<file path="src/rtl/cont_mod_updown.sv">
// -----------------------------------------------------------------------------
// cont_mod_updown
//   Parametrised modulo-MODULO up/down counter with enable, synchronous clear
//   and load, and a wrap / one-shot mode. TC is combinational so that a chain
//   of counters can be built by feeding one stage's TC into the next stage's
//   enable.
//
// Parameters
//   N       counter width in bits
//   MODULO  count range 0..MODULO-1, 2 <= MODULO <= 2**N
//
// Ports
//   clk     rising-edge clock
//   reset   asynchronous reset, active-high: Q=0, done=0
//   enable  count enable
//   updown  1 = count up, 0 = count down
//   clear   synchronous clear (highest priority)
//   load    synchronous load of D (saturated to MODULO-1)
//   D       load value
//   mode    0 = wrap around, 1 = one-shot (stop at terminal, raise done)
//   Q       registered count value
//   TC      terminal count: enable & ~done & at terminal for current direction
//   done    one-shot completed flag (registered)
// -----------------------------------------------------------------------------
module cont_mod_updown #(
  parameter int N      = 4,
  parameter int MODULO = 10
) (
  input  logic         clk,
  input  logic         reset,
  input  logic         enable,
  input  logic         updown,
  input  logic         clear,
  input  logic         load,
  input  logic [N-1:0] D,
  input  logic         mode,
  output logic [N-1:0] Q,
  output logic         TC,
  output logic         done
);

  generate
    if (MODULO < 2 || MODULO > (1 << N)) begin : g_bad_modulo
      $error("cont_mod_updown: MODULO must satisfy 2 <= MODULO <= 2**N");
    end
  endgenerate

  // MODULO may equal 2**N, so compare loads in N+1 bits.
  localparam logic [N:0]   MOD_EXT = MODULO[N:0];
  localparam logic [N-1:0] Q_MAX   = N'(MODULO - 1);

  typedef enum logic {
    COUNT = 1'b0,
    DONE  = 1'b1
  } state_t;

  state_t       state, state_nxt;
  logic [N-1:0] q_nxt;
  logic [N-1:0] load_val;
  logic         at_term;

  assign at_term  = updown ? (Q == Q_MAX) : (Q == '0);
  assign done     = (state == DONE);
  assign TC       = enable & ~done & at_term;

  // Out-of-range load values saturate so Q never leaves 0..MODULO-1.
  assign load_val = ({1'b0, D} >= MOD_EXT) ? Q_MAX : D;

  // NOTE: every signal gets a default first so no path leaves it unassigned;
  // otherwise synthesis would infer a latch to hold the old value.
  always_comb begin
    state_nxt = state;
    q_nxt     = Q;
    if (clear) begin
      q_nxt     = '0;
      state_nxt = COUNT;
    end else if (load) begin
      q_nxt     = load_val;
      state_nxt = COUNT;
    end else if (enable && state == COUNT) begin
      if (at_term) begin
        if (mode) begin
          state_nxt = DONE;            // one-shot: Q holds at terminal
        end else begin
          q_nxt = updown ? '0 : Q_MAX; // wrap around
        end
      end else begin
        q_nxt = updown ? Q + 1'b1 : Q - 1'b1;
      end
    end
  end

  // NOTE: state registers use non-blocking assignments so every flop samples
  // the pre-edge values, independent of statement order.
  always_ff @(posedge clk or posedge reset) begin
    if (reset) begin
      state <= COUNT;
      Q     <= '0;
    end else begin
      state <= state_nxt;
      Q     <= q_nxt;
    end
  end

endmodule

</file>
<file path="config.mk">
export PLATFORM = sky130hd
export DESIGN_NAME = cont_mod_updown
export DESIGN_NICKNAME = d
export VERILOG_FILES = /design/src/rtl/cont_mod_updown.sv
export SDC_FILE = /design/constraint.sdc
export NUM_CORES = 1
export LEC_CHECK = 0
export CAP_MARGIN = 25
export CORE_MARGIN = 3
export CORE_UTILIZATION = 35
export DETAILED_ROUTE_END_ITERATION = 8
export GPL_TIMING_DRIVEN = 0
export PLACE_DENSITY = 0.63
export RECOVER_POWER = 100
export SETUP_SLACK_MARGIN = 0.02
export SLEW_MARGIN = 20
export SYNTH_ARGS = -nofsm -noshare
export SYNTH_HDL_FRONTEND = slang
export SYNTH_SLANG_ARGS = --single-unit
</file>
<file path="constraint.sdc">
create_clock -name clk -period 2.7 [get_ports clk]
set_clock_uncertainty 0.15 [all_clocks]
set_input_delay 0.405 -clock clk [delete_from_list [all_inputs] [get_ports clk]]
set_output_delay 0.405 -clock clk [all_outputs]
set_load 0.05 [all_outputs]
</file>
==> flow_summary.toml <==
[status]
status = "complete, no violations"

[synthesis]
synth_top_area_frac = 0.2488
syn-num-nets = 71
synth_flop_cell = "dfrtp_1"
yosys-top-cells-area = "dfrtp_1 25%, a31oi_1 5.0%, ha_1 5.0%"
synth_area_leader_cell = "dfrtp_1"
ys_types = 30
synth_common_cells = "6 x inv_1, 6 x nand2_1, 5 x dfrtp_1, 5 x nor2_1, 4 x a31oi_1"
syn-instance-count = 57
async_flop_share = 1.000
yosysWarnings = 0
synth_seq_area_share = 0.2488
synth-edff-count = 0
synth.cell_area_um2 = 503.0
avgSynthCellArea_um2 = 8.824
ys_ff_latch = 5

[cts]
clk_pin_slew_ps = 40
post_cts_buffers = 0
cts_buffer_depth = 2
cts_buffers = 3
insertion_delay_ps = 240
cts_tree = "yes"
hold_buffers = 0
cts.sinks = 5
ctsRootBufferMaster = "clkbuf_4"
cts_max_level = 1

[critical_path]
reg2reg_from = "Q[1]$_DFFE_PP0P_"
cp_max_fo = 9
critical-path-max-stage-delay_ps = 530
end_kind = "primary output"
cp_num_buf_inv = 2
startpoint_type = "flip-flop"
reg2reg_depth = 6
path_class = "reg2out"
rr_endpoint = "Q[3]$_DFFE_PP0P_"
crit_family = "buffers and inverters"
reg2reg_slack_ps = 630
crit_arrival_ps = 1830
slowest_stage = "dlygate4sd2_1"
worstPathRequired_ps = 2140
path_cells = "buf_6 -> nor3_1 -> o21ai_2 -> nor2_1 -> dlygate4sd2_1"

[grt]
grt_pass1_vias = 419
grt_pass1_wl_um = 1731
grt_remaining_overflow = 0
antenna_found_initial = 0
grt_start_max_net_pins = 11
grt_usage = 0.1232

[die]
start_util = 0.3818
io_pins = 17
die_x_um = 43.91
die_height_um = 43.91
rows = 13
die_area_um2 = 1928
core_area_um2 = 1318

[sta]
tns_ps = 0
max_slew_margin = 0.6615
rsz0062_at_grt = "false"
slew_violations = 0
max_freq_mhz = 419.9
post-route-min-period_ps = 2382
worstMarginPinSlew_ps = 506.1
period_share = 0.8821
setup_viol = 0
hold_violations = 0

[detailed_routing]
drtIter0Drc = 8
via_count = 485
viasPerCell = 5.330
drc_errors = 0
drt_wl_total_um = 1071
routedWlPerCell_um = 11.77
drtAntennaViolNets = 0
dr.pass1.iters = 4

[placed_design]
hpwl_um = 879
routabilityCongestion = 0.7833
io_buffer_count = 15

[finish]
area_growth_pct = 36.32
fill_cells = 134
antenna_cells = 0
nNetsFinal = 91
drive_gt1_frac = 0.1842

[worst_hold_path]
whs_endpoint = "done$_DFFE_PP0P_"
hold_start = "load"
min_path_cells = 2
hold_path_class = "in2reg"

[power_and_ir_drop]
ir_drop_mv = 0.2745
pwr-share-seq = 0.271
power_density_nw_per_um2 = 494.8
p_leak_nw = 0.3155
power_w = 0.0003392
p_int_w = 0.0002068
p_sw_frac = 0.3904
p_clk_frac = 0.254
power_frac_comb = 0.474
p_switching_w = 0.0001324

[flow_run]
cap_violations = 0
[power groups by stage]
| stage | combinational (W) | sequential [W] | clock, W |
|---|---|---|---|
| 2_1_floorplan | 0.0000928 | 0.000119 | 0 |
| 3_3_place_gp | 0.000167 | 0.0000944 | 0 |
| 3_5_place_dp | 0.000168 | 0.0000939 | 0 |
| 4_1_cts | 0.000168 | 0.0000928 | 0.0000921 |
| 5_1_grt | 0.000175 | 0.0000930 | 0.0000996 |
| 6_report | 0.000161 | 0.0000921 | 0.0000862 |
[repair_timing]
action | in CTS | in global routing
hold endpoints to repair | 0 | 0
pin swaps | 0 | 0
gates resized for setup | 1 | 1
setup endpoints to repair | 1 | 1
[worst max-delay path by stage]
stage | startpoint | slack, ps | depth (start not counted) | end
global placement | updown | -140 | 5 | TC
floorplan | Q[3]$_DFFE_PP0P_ | 390 | 4 | TC
CTS | updown | 110 | 8 | Q[3]$_DFFE_PP0P_
finish | Q[3]$_DFFE_PP0P_ | 320 | 5 | TC
global route | Q[3]$_DFFE_PP0P_ | 190 | 5 | TC
detailed placement | updown | -160 | 8 | Q[3]$_DFFE_PP0P_
[area by class of cell]
type | instances | area (µm²) | share of cell area
clock buffers | 4 | 26.28 | 0.03832
well taps | 15 | 18.77 | 0.02737
repair buffers | 15 | 142.6 | 0.2080
flip-flops and latches | 5 | 125.1 | 0.1825
plain buffers | 2 | 16.27 | 0.02372
multi-input cells | 44 | 334.1 | 0.4872
inverters | 6 | 22.52 | 0.03285
[cell usage in the layout (no fill, tap or decap), types with 2 or more instances in the layout]
| cell type | Yosys | routed |
|---|---|---|
| nor2_1 | 5 | 5 |
| a31oi_1 | 4 | 4 |
| o31ai_1 | 2 | 2 |
| clkbuf_4 | 0 | 3 |
| dfrtp_1 | 5 | 5 |
| inv_1 | 6 | 6 |
| clkbuf_1 | 0 | 2 |
| o21ai_2 | 2 | 2 |
| nand2_1 | 6 | 6 |
| clkdlybuf4s50_1 | 0 | 7 |
| dlygate4sd3_1 | 0 | 6 |
| ha_1 | 2 | 2 |
| a21oi_2 | 2 | 2 |
| nor3_1 | 2 | 3 |
[per-layer routing]
layer / routed length (µm) / GRT usage
met5: 0 / 0
met4: 10 / 0.05422
met3: 98 / 0.05394
met2: 490 / 0.1948
met1: 471 / 0.1429
[metrics by stage]
step	setup WS (ps)	cells	instance area, µm²	utilization	hold slack [ps]
3_3_place_gp	-141.6	87	671.9	0.5100	420.6
6_report	318.4	91	685.7	0.5204	326.4
3_5_place_dp	-158.7	87	671.9	0.5100	406.7
4_1_cts	112.4	91	696.9	0.5290	204.8
2_1_floorplan	393.1	57	503.0	-	33.52
5_1_grt	185.3	91	685.7	0.5204	353.0
[cell families after synthesis]
| kind of cell | share of synthesized area |
|---|---|
| simple gates | 0.2189 |
| compound gates | 0.2811 |
| buf+inv | 0.07710 |
| flops | 0.2488 |
| fa+ha+maj | 0.08955 |
| xor+xnor | 0.03483 |
| mux | 0.04974 |
[sequential cells by signal, summed over array words and instances, names as in the netlist]
name  count
Q         4
done      1
Note: power is estimated with default switching activity, not from simulation.
